$ cat src/rtl/mips_multicycle_control.sv
// Moore controller for the multicycle MIPS datapath: sequences fetch/decode/execute
// for lw, sw, R-type, beq and addi, and parks in HALT on anything it cannot decode.
module mips_multicycle_control #(
  parameter logic [3:0] RESET_STATE = 4'd0
) (
  input  logic       clk,
  input  logic       rst,
  input  logic [5:0] opcode,
  input  logic [5:0] funct,
  input  logic       zero,
  output logic       PCEn,
  output logic       IorD,
  output logic       MemWrite,
  output logic       IRWrite,
  output logic       RegDst,
  output logic       MemtoReg,
  output logic       RegWrite,
  output logic       ALUSrcA,
  output logic [1:0] ALUSrcB,
  output logic [2:0] ALUControl,
  output logic       PCSrc,
  output logic [3:0] state,
  output logic       instr_done,
  output logic       halted
);

  typedef enum logic [3:0] {
    S_FETCH  = 4'd0,  S_DECODE = 4'd1,  S_MEMADR = 4'd2,  S_MEMRD  = 4'd3,
    S_MEMWB  = 4'd4,  S_MEMWR  = 4'd5,  S_EXEC   = 4'd6,  S_ALUWB  = 4'd7,
    S_BRANCH = 4'd8,  S_ADDIEX = 4'd9,  S_ADDIWB = 4'd10, S_HALT   = 4'd11
  } state_t;

  localparam logic [5:0] OP_RTYPE = 6'b000000;
  localparam logic [5:0] OP_LW    = 6'b100011;
  localparam logic [5:0] OP_SW    = 6'b101011;
  localparam logic [5:0] OP_BEQ   = 6'b000100;
  localparam logic [5:0] OP_ADDI  = 6'b001000;

  state_t r_state;
  logic   r_is_sw;   // lw/sw choice latched in DECODE; opcode is not looked at again
  logic   w_funct_ok;
  logic   w_pcwrite, w_branch, w_memwrite, w_irwrite, w_regwrite;

  always_comb begin
    w_funct_ok = 1'b0;
    case (funct)
      6'b100000, 6'b100010, 6'b100100, 6'b100101, 6'b101010: w_funct_ok = 1'b1;
      default: w_funct_ok = 1'b0;
    endcase
  end

  always_ff @(posedge clk) begin
    if (!rst) begin
      r_state <= state_t'(RESET_STATE);
      r_is_sw <= 1'b0;
    end else begin
      case (r_state)
        S_FETCH:  r_state <= S_DECODE;
        S_DECODE: begin
          r_is_sw <= (opcode == OP_SW);
          case (opcode)
            OP_LW, OP_SW: r_state <= S_MEMADR;
            OP_RTYPE:     r_state <= w_funct_ok ? S_EXEC : S_HALT;
            OP_BEQ:       r_state <= S_BRANCH;
            OP_ADDI:      r_state <= S_ADDIEX;
            default:      r_state <= S_HALT;
          endcase
        end
        S_MEMADR: r_state <= r_is_sw ? S_MEMWR : S_MEMRD;
        S_MEMRD:  r_state <= S_MEMWB;
        S_EXEC:   r_state <= S_ALUWB;
        S_ADDIEX: r_state <= S_ADDIWB;
        S_MEMWB, S_MEMWR, S_ALUWB, S_BRANCH, S_ADDIWB: r_state <= S_FETCH;
        default:  r_state <= S_HALT;
      endcase
    end
  end

  always_comb begin
    w_pcwrite  = 1'b0; w_branch   = 1'b0; w_memwrite = 1'b0;
    w_irwrite  = 1'b0; w_regwrite = 1'b0;
    IorD       = 1'b0; RegDst     = 1'b0; MemtoReg   = 1'b0;
    ALUSrcA    = 1'b0; ALUSrcB    = 2'b00; ALUControl = 3'b000;
    PCSrc      = 1'b0; instr_done = 1'b0; halted     = 1'b0;
    case (r_state)
      S_FETCH:  begin w_irwrite = 1'b1; w_pcwrite = 1'b1; ALUSrcB = 2'b01; ALUControl = 3'b010; end
      S_DECODE: begin ALUSrcB = 2'b11; ALUControl = 3'b010; end
      S_MEMADR, S_ADDIEX: begin ALUSrcA = 1'b1; ALUSrcB = 2'b10; ALUControl = 3'b010; end
      S_MEMRD:  IorD = 1'b1;
      S_MEMWB:  begin MemtoReg = 1'b1; w_regwrite = 1'b1; instr_done = 1'b1; end
      S_MEMWR:  begin IorD = 1'b1; w_memwrite = 1'b1; instr_done = 1'b1; end
      S_EXEC: begin
        ALUSrcA = 1'b1;
        case (funct)
          6'b100010: ALUControl = 3'b110;
          6'b100100: ALUControl = 3'b000;
          6'b100101: ALUControl = 3'b001;
          6'b101010: ALUControl = 3'b111;
          default:   ALUControl = 3'b010;
        endcase
      end
      S_ALUWB:  begin RegDst = 1'b1; w_regwrite = 1'b1; instr_done = 1'b1; end
      S_BRANCH: begin
        ALUSrcA = 1'b1; ALUControl = 3'b110; PCSrc = 1'b1; w_branch = 1'b1; instr_done = 1'b1;
      end
      S_ADDIWB: begin w_regwrite = 1'b1; instr_done = 1'b1; end
      S_HALT:   halted = 1'b1;
      default:  ;
    endcase
  end

  // Write enables are gated by reset so nothing commits during the reset cycle.
  assign PCEn     = rst & (w_pcwrite | (w_branch & zero));
  assign MemWrite = rst & w_memwrite;
  assign IRWrite  = rst & w_irwrite;
  assign RegWrite = rst & w_regwrite;
  assign state    = r_state;

endmodule

$ cat config.mk
export PLATFORM = sky130hd
export DESIGN_NAME = mips_multicycle_control
export DESIGN_NICKNAME = d
export VERILOG_FILES = /design/src/rtl/mips_multicycle_control.sv
export SDC_FILE = /design/constraint.sdc
export NUM_CORES = 1
export LEC_CHECK = 0
export ABC_AREA = 1
export CELL_PAD_IN_SITES_DETAIL_PLACEMENT = 0
export CELL_PAD_IN_SITES_GLOBAL_PLACEMENT = 1
export CORE_MARGIN = 1
export CORE_UTILIZATION = 22
export CTS_CLUSTER_DIAMETER = 120
export DETAILED_ROUTE_END_ITERATION = 12
export PLACE_DENSITY = 0.75
export SETUP_SLACK_MARGIN = 0.15
export SLEW_MARGIN = 25
export SYNTH_ARGS = -nofsm -noshare
export SYNTH_HDL_FRONTEND = slang
export SYNTH_SLANG_ARGS = --single-unit
export TNS_END_PERCENT = 5
$ cat constraint.sdc
create_clock -name clk -period 1.3 [get_ports clk]
set_input_delay 0.195 -clock clk [delete_from_list [all_inputs] [get_ports clk]]
set_output_delay 0.195 -clock clk [all_outputs]
set_load 0.005 [all_outputs]
==> impl_results.md, run 1 <==
- Vias post-DR: 1,013
- Initial antenna violation count: 0
- Clock Tree Root: clkbuf_4
- Minimum clock period: 1592 ps
- Worst-Margin Slew: 225.6 ps
- Hold endpoint: state[2]$_SDFF_PN0_
- DRC violations left: 0
- VDD IR-drop max: 1160 uV
- Global-route wire length before repair: 3801 um
- Core area: 2477 um2
- NetSw: 0.0009545 W
- Final hold vios: 0
- Vias per cell: 4.424
- Final WL: 2561 um
- Die height: 53.15 um
- Rel. slew slack: 84.96%
- Post-DP HPWL: 1713 um
- Final period utilization: 122.4%
- Cells on Worst Hold Path: 2
- Hold_ws: 513.0 ps
- Fmax: 628.3 MHz
- Synth async-reset ratio: 0%
- Internal power: 0.001362 W
- Sequential power share: 14.3%
- Comb pwr share: 78.5%
- Setup-failing EPs final: 16
- CTS tree: done
- Nets: 215
- Worst hold start: r_is_sw$_SDFFE_PN0P_
- Startpoint types: flip-flop
- Yosys reg bits: 5
- H-tree levels: 1
- Clock Skew: 1.500 ps
- GP Congestion: 0.8083
- Die Area: 2825 um2
- Clock power frac: 7.2%
- Capturing point of the worst reg2reg path: state[2]$_SDFF_PN0_
- Failing checks: negative setup slack
- Starting Density: 23.23%
- Worst-path fanout max: 4
- CTS Sinks: 5
- Post-synth cell types: 16
- Worst-case clock buffer depth: 2
- Antenna Violating Nets Remaining: 0
- R2R depth: 8
- Setup_tns: -3280 ps
- Synthesized area: 575.6 um2
- Average wire per standard cell: 11.18 um
- Status: finished with violations
- Sw Ratio: 41.20%
- Drt first pass iters: 4
- Worst path required time: 1110 ps
- Drt initial violations: 9
- Mapped Avg Cell Area: 5.280 um2
- Max-Cap Viols: 0
- Hold WC Path Type: flip-flop to flip-flop
- Row count: 18
- Placed inst area: 1221 um2
- EDFF count, synth: 0
- Final setup margin: -291.6 ps
- CTS buffer count: 3
- Die X: 53.15 um
- Global Route Usage Sum: 18.19%
- Critical path class: flip-flop to output pin
- P_leak: 0.7234 nW
- Worst skew pair latency: 230 ps
- Antenna cells: 0
- Post-route cell area: 1459 um2
- Crit Reg-Reg Startpoint: state[1]$_SDFF_PN0_
- I/O pins: 35
- PwrDens: 1588 nW/um2
- Syn Nets: 124
- R2R Setup Slk: 10 ps
- Vias in the first global route: 986
- Worst Path Arrival: 1400 ps
- Synth-to-Final Area Change: 153.5%
- Most common cell after layout, fill and taps aside: buf_4
- Port bufs: 34
- RSZ-0062 raised after global routing: true
- Sequential element share of the synthesized area: 17.39%
- Largest net degree at the start of global routing: 7
- Max-slew violations: 0
- Top_reg_cell synth: dfxtp_1
- Layout cell share with drive strength beyond 1: 58.29%
- Mapped Cells: 109
- Crit end category: output pin
- CTS clk-pin slew, worst paths: 40 ps
- Synth warnings: 0
- GR Overflow Total: 0
- Most frequent cells in the layout: buf_4, nand2_1, clkdlybuf4s50_1
==> per-stage QoR <==
stage | total power [W] | util [%] | setup slack [ps] | cells
2_1_floorplan | 0.0007753 | - | 139.6 | 109
3_3_place_gp | 0.001693 | 49.29 | -546.8 | 208
3_5_place_dp | 0.001708 | 49.29 | -644.5 | 208
4_1_cts | 0.002185 | 56.87 | -263.6 | 228
5_1_grt | 0.002484 | 58.89 | -374.3 | 229
6_report | 0.002317 | 58.89 | -291.6 | 229
==> logic make-up after synthesis <==
family | synth area share (%)
AOI/OAI and AO/OA | 15.87
and+or+nand+nor | 52.39
buffers and inverters | 14.35
DFF | 17.39
==> routing by layer <==
metal	vias to the layer above	GRT usage, %	wire (um)
li1	526	-	-
met1	458	17.29	946
met2	27	39.45	1478
met3	2	2.011	114
met4	0	4.386	21
met5	-	0	0
==> worst max-delay path by stage <==
stage	from	endpoint	slack [ps]	cells past startpoint
after floorplan	state[2]$_SDFF_PN0_	RegWrite	140	8
after global placement	funct[5]	ALUControl[0]	-550	6
final	state[1]$_SDFF_PN0_	instr_done	-290	8
after CTS	state[2]$_SDFF_PN0_	instr_done	-260	9
after detailed placement	funct[5]	ALUControl[0]	-640	6
after global routing	state[2]$_SDFF_PN0_	instr_done	-370	9
==> synth_stat cells (3+ instances only) <==
master   count  area [um2]
nor3_1       3       15.01
nor2_2       5       31.28
nand3_1      7       35.03
nor2_1      23       86.33
inv_1       18       67.56
nand2_1     18       67.56
nand2_2      3       18.77
a21oi_1      9       45.04
inv_2        4       15.01
o21ai_1      3       15.01
nand4_1      4       25.02
dfxtp_1      5       100.1
==> area by class of cell <==
cell class	instances	area [um2]
fillers	246	1018
repair buffers	86	674.4
multi-input cells	82	520.5
flip-flops and latches	5	115.1
inverters	22	85.08
well taps	30	37.54
clock buffers	4	26.28
==> worst max-delay path, cell delays in order (launching register included) <==
cell	delay, ps
dfxtp_4	360
buf_4	140
nand2_2	120
nor2_4	70
nor2_4	130
o21ai_2	80
nor2_1	90
nand2_1	50
buf_2	120
==> repair_timing <==
item / 4_1_cts / 5_1_grt
hold buffers: 0 / 0
buffers inserted: 16 / 1
pin swaps: 20 / 11
resized for setup: 98 / 16
setup endpoints to repair: 25 / 23
==> sequential cells by signal (all words and copies together), names as in the netlist <==
register and cells:
r_is_sw 1, state 4
==> power groups by stage <==
stage,logic (W),registers [W],clock network [W]
6_report,0.00182,0.000331,0.000167
4_1_cts,0.00170,0.000306,0.000176
2_1_floorplan,0.000493,0.000282,0
3_3_place_gp,0.00141,0.000281,0
3_5_place_dp,0.00143,0.000279,0
5_1_grt,0.00195,0.000343,0.000191
Note: power is estimated with default switching activity, not from simulation.
==> inputs of run 2 (changes only) <==
- SKIP_CTS_REPAIR_TIMING: unset -> 1
==> impl_results.md, run 2 (synthesized netlist as in run 1, its figures left out) <==
- GR Overflow Total: 0 (unchanged)
- R2R Setup Slk: -50 ps (-60 ps)
- Die X: 53.15 um (unchanged)
- Placed inst area: 1221 um2 (unchanged)
- Global-route wire length before repair: 3132 um (-18%)
- CTS tree: done
- Worst-path fanout max: 4 (unchanged)
- GP Congestion: 0.8083 (unchanged)
- Most frequent cells in the layout: buf_4, nand2_1, nor2_1
- Max-slew violations: 0 (unchanged)
- Nets: 206 (-4.2%)
- Vias post-DR: 949 (-6.3%)
- Max reg flops: 4 (unchanged)
- Critical path class: flip-flop to output pin
- Antenna Violating Nets Remaining: 0 (unchanged)
- Startpoint types: flip-flop
- Worst skew pair latency: 230 ps (about the same)
- Sequential power share: 16.5% (+2.2 points)
- Capturing point of the worst reg2reg path: state[2]$_SDFF_PN0_
- Vias in the first global route: 829 (-16%)
- Crit Reg-Reg Startpoint: state[1]$_SDFF_PN0_
- R2R depth: 8 (unchanged)
- Port bufs: 34 (unchanged)
- Largest net degree at the start of global routing: 7 (unchanged)
- VDD IR-drop max: 1006 uV (-13%)
- Post-DP HPWL: 1713 um (unchanged)
- Internal power: 0.001192 W (-13%)
- DRC violations left: 0 (unchanged)
- Failing checks: negative setup slack
- Clock power frac: 8.5% (+1.3 points)
- Antenna cells: 0 (unchanged)
- Clock Skew: 1.571 ps (+0.07117 ps)
- CTS clk-pin slew, worst paths: 40 ps (about the same)
- Worst-case clock buffer depth: 2 (unchanged)
- H-tree levels: 1 (unchanged)
- Initial antenna violation count: 0 (unchanged)
- Non-filler cells in the finished layout: 220 (-3.9%)
- Average wire per standard cell: 9.582 um (-14%)
- Final hold vios: 0 (unchanged)
- Cells on Worst Hold Path: 2 (unchanged)
- Worst Path Arrival: 1440 ps (+40 ps)
- Clock Tree Root: clkbuf_4
- Hold WC Path Type: flip-flop to flip-flop
- PwrDens: 1455 nW/um2 (-8.4%)
- CTS Sinks: 5 (unchanged)
- Worst hold start: r_is_sw$_SDFFE_PN0P_
- FILL cells: 253 (+2.8%)
- Worst-Margin Slew: 211.9 ps (-13.72 ps)
- P_leak: 0.7541 nW (+4.2%)
- Worst path required time: 1110 ps (about the same)
- Core area: 2477 um2 (unchanged)
- Synth-to-Final Area Change: 134.1%
- Fmax: 611.8 MHz (-2.6%)
- I/O pins: 35 (unchanged)
- Placed insts: 208 (unchanged)
- Row count: 18 (unchanged)
- Final setup margin: -334.5 ps (-42.92 ps)
- Comb pwr share: 75.0% (-3.5 points)
- Die Area: 2825 um2 (unchanged)
- Most common cell after layout, fill and taps aside: buf_4
- Max-Cap Viols: 0 (unchanged)
- Post-route cell area: 1348 um2 (-7.6%)
- Status: finished with violations
- Minimum clock period: 1635 ps (+42.92 ps)
- Drt first pass iters: 4 (unchanged)
- Rel. slew slack: 85.81% (+0.85 points)
- Sw Ratio: 39.22% (-2.0 points)
- Vias per cell: 4.314 (-2.5%)
- NetSw: 0.0007690 W (-19%)
- Global Route Usage Sum: 14.63% (-3.6 points)
- Layout cell share with drive strength beyond 1: 46.84% (-11 points)
- Final period utilization: 125.7% (+3.3 points)
- Starting Density: 23.23% (unchanged)
- Hold endpoint: state[2]$_SDFF_PN0_
- Crit end category: output pin
- Final WL: 2108 um (-18%)
- Drt initial violations: 17 (+8)
- RSZ-0062 raised after global routing: true
- Die height: 53.15 um (unchanged)
- Setup-failing EPs final: 16 (unchanged)
- CTS buffer count: 3 (unchanged)
==> run 2: cell count changes in the layout (fill, tap and decap cells not counted), moves of 5 or more <==
| cell | change |
|---|---|
| buf_6 | -5 |
| dlymetal6s2s_1 | +8 |
| nor2_1 | +5 |
| dlygate4sd2_1 | -5 |
| buf_2 | -6 |
| buf_4 | -6 |
==> run 2: power by group through the flow <==
stage	Clock (W)	Sequential [W]	Combinational, W
2_1_floorplan	0	0.000282	0.000493
3_3_place_gp	0	0.000281	0.00141
3_5_place_dp	0	0.000279	0.00143
4_1_cts	0.000176	0.000277	0.00143
5_1_grt	0.000191	0.000334	0.00161
6_report	0.000167	0.000324	0.00147
==> run 2: worst max-delay path by stage <==
stage / start / endpoint / slack [ps]
after detailed placement: funct[5] / ALUControl[0] / -640
after global routing: state[2]$_SDFF_PN0_ / instr_done / -460
after floorplan: state[2]$_SDFF_PN0_ / RegWrite / 140
after global placement: funct[5] / ALUControl[0] / -550
final: state[2]$_SDFF_PN0_ / instr_done / -330
after CTS: state[3]$_SDFF_PN0_ / PCEn / -710
==> run 2: critical path: stages, from the launching register on <==
cell and delay, ps:
dfxtp_4 370, inv_2 50, nor2_2 110, inv_2 80
buf_4 140, nor2_4 110, nor2_2 50, o21ai_2 70
nor2_1 70, nand2_1 60, buf_2 110
==> run 2: layout make-up <==
| class | instances | area (um2) | share of cell area [%] |
|---|---|---|---|
| Timing Repair Buffer | 77 | 644.4 | 47.82 |
| Sequential cell | 5 | 115.1 | 8.542 |
| Tap cell | 30 | 37.54 | 2.786 |
| Clock buffer | 4 | 26.28 | 1.950 |
| Multi-Input combinational cell | 82 | 441.7 | 32.78 |
| Inverter | 22 | 82.58 | 6.128 |
==> run 2: metrics by stage <==
step	total power, W	worst slack, ps	utilization (%)	hold slack, ps	setup TNS (ps)
2_1_floorplan	0.0007753	139.6	-	333.4	0
3_3_place_gp	0.001693	-546.8	49.29	504.9	-6541
3_5_place_dp	0.001708	-644.5	49.29	504.4	-6811
4_1_cts	0.001887	-707.1	50.35	510.1	-9885
5_1_grt	0.002136	-457.2	54.39	551.7	-4797
6_report	0.001961	-334.5	54.39	505.4	-3006
==> run 2: routing by layer <==
metal / part of all wire [%] / GRT usage [%]
met5: 0 / 0
met4: 0 / 1.316
met3: 5.4 / 1.724
met2: 55 / 29.96
met1: 40 / 16.10
==> inputs of run 3 (changes only) <==
- PLACE_DENSITY: 0.75 -> unset
- PLACE_DENSITY_LB_ADDON: unset -> 0.25
==> impl_results.md, run 3 (synthesized netlist as in run 1, its figures left out) <==
- Vias post-DR: 925 (-2.5%)
- RSZ-0062 raised after global routing: true
- Status: finished with violations
- Setup-failing EPs final: 14 (-2)
- GR Overflow Total: 0 (unchanged)
- Worst-Margin Slew: 211.3 ps (-0.6585 ps)
- DRC violations left: 0 (unchanged)
- Worst Path Arrival: 1390 ps (-50 ps)
- Fmax: 630.9 MHz (+3.1%)
- Post-route cell area: 1323 um2 (-1.9%)
- Initial antenna violation count: 0 (unchanged)
- Crit end category: output pin
- Final period utilization: 121.9% (-3.8 points)
- Critical Path Slowest Stage Cell: dfxtp_4
- CP most frequent cell: inv_2
- Die Area: 2825 um2 (unchanged)
- Max-Cap Viols: 0 (unchanged)
- Placed inst area: 1176 um2 (-3.7%)
- CTS Sinks: 5 (unchanged)
- Vias per cell: 4.384 (+1.6%)
- Worst-case clock buffer depth: 2 (unchanged)
- Core area: 2477 um2 (unchanged)
- GP Congestion: 0.7841 (-3.0%)
- Cells on Worst Hold Path: 2 (unchanged)
- Capturing point of the worst reg2reg path: state[2]$_SDFF_PN0_
- Hold WC Path Type: flip-flop to flip-flop
- CTS buffer count: 3 (unchanged)
- Antenna Violating Nets Remaining: 0 (unchanged)
- Largest net degree at the start of global routing: 7 (unchanged)
- Worst path required time: 1110 ps (about the same)
- Drt initial violations: 9 (-8)
- Hold endpoint: state[2]$_SDFF_PN0_
- VDD IR-drop max: 1162 uV (+16%)
- Post-DP HPWL: 1651 um (-3.6%)
- H-tree levels: 1 (unchanged)
- Most frequent cells in the layout: buf_4, nand2_1, clkdlybuf4s50_1
- I/O pins: 35 (unchanged)
- Port bufs: 34 (unchanged)
- R2R depth: 9 (+1)
- CP cell instances: inv_2 -> nor2_2 -> inv_2 -> buf_6 -> buf_6 -> nor2_4 -> inv_2 -> nor2_1 -> buf_2
- Layout cell share with drive strength beyond 1: 52.49% (+5.6 points)
- Average wire per standard cell: 9.758 um (+1.8%)
- CTS tree: done
- Startpoint types: flip-flop
- Drt first pass iters: 4 (unchanged)
- Nets: 197 (-4.4%)
- Final hold vios: 0 (unchanged)
- R2R Setup Slk: -40 ps (about the same)
- Dpl ws: -663.6 ps (-19.12 ps)
- Vias in the first global route: 831 (+0.24%)
- P_leak: 0.6894 nW (-8.6%)
- Minimum clock period: 1585 ps (-49.60 ps)
- Global Route Usage Sum: 15.52% (+0.89 points)
- Antenna cells: 0 (unchanged)
- Synth-to-Final Area Change: 129.8%
- Die X: 53.15 um (unchanged)
- Utilization after layout: 53.38% (-1.0 points)
- Crit Reg-Reg Startpoint: state[2]$_SDFF_PN0_
- Worst skew pair latency: 230 ps (about the same)
- Crit path largest cell delay: 370 ps (about the same)
- PwrDens: 1479 nW/um2 (+1.6%)
- Clock Tree Root: clkbuf_4
- Starting Density: 23.23% (unchanged)
- CTS clk-pin slew, worst paths: 40 ps (about the same)
- Die height: 53.15 um (unchanged)
- Row count: 18 (unchanged)
- Failing checks: negative setup slack
- Worst-path fanout max: 4 (unchanged)
- Global-route wire length before repair: 3263 um (+4.2%)
- Clock Skew: 1.650 ps (+0.07939 ps)
- Critical path class: flip-flop to output pin
- Final WL: 2059 um (-2.3%)
- Max-slew violations: 0 (unchanged)
- Worst hold start: r_is_sw$_SDFFE_PN0P_
- Max reg flops: 4 (unchanged)
- Most common cell after layout, fill and taps aside: buf_4
- Rel. slew slack: 85.81% (about the same)
- Final setup margin: -284.9 ps (+49.60 ps)
run 3: changes by cell type in the layout (fill, tap and decap cells not counted), sizes merged:
cell / delta
clkbuf: +3
buf: -9
dlymetal6s2s: -3
run 3: final cells by class:
type                       count  area (um2)
timing repair buffer          68       561.8
fill                         244        1155
inverter                      22       85.08
multi-input combinational     82       496.7
tap                           30       37.54
clock buffer                   4       26.28
sequential                     5       115.1
run 3: worst max-delay path by stage:
stage                                to           startpoint  cells past startpoint
after floorplan                RegWrite  state[2]$_SDFF_PN0_                      8
after detailed placement  ALUControl[0]             funct[5]                      6
after global routing           MemWrite  state[2]$_SDFF_PN0_                      9
final                          MemWrite  state[2]$_SDFF_PN0_                      9
after CTS                          PCEn  state[3]$_SDFF_PN0_                      7
after global placement    ALUControl[0]             funct[5]                      6
run 3: per-layer routing:
layer / wire length (um) / up-vias / share of wire, % / global-route usage (%)
li1: - / 493 / - / -
met4: 0 / 0 / 0 / 2.632
met5: 0 / - / 0 / 0
met1: 866 / 408 / 42 / 17.80
met3: 103 / 0 / 5.0 / 2.874
met2: 1088 / 24 / 53 / 29.54
run 3: through the flow:
| step | TNS, ps | instances | power [W] | hold slack, ps |
|---|---|---|---|---|
| final | -2528 | 211 | 0.001956 | 516.8 |
| after global routing | -4127 | 211 | 0.002145 | 559.4 |
| after CTS | -9840 | 206 | 0.001828 | 514.8 |
| after detailed placement | -6756 | 202 | 0.001644 | 511.8 |
| after global placement | -6096 | 202 | 0.001637 | 508.4 |
| after floorplan | 0 | 109 | 0.0007753 | 333.4 |
run 3: where the power goes:
part / internal, W / leakage [nW] / switching (W)
clock network: 0.000115 / 0.0150 / 0.0000552
logic: 0.000783 / 0.631 / 0.000677
registers: 0.000232 / 0.0438 / 0.0000924
total: 0.00113 / 0.689 / 0.000825
run 3: worst max-delay path: cells and delay by family, from the launching register on:
family	cells	cell delay, ps
buf+inv	6	500
flops	1	370
simple gates	3	290
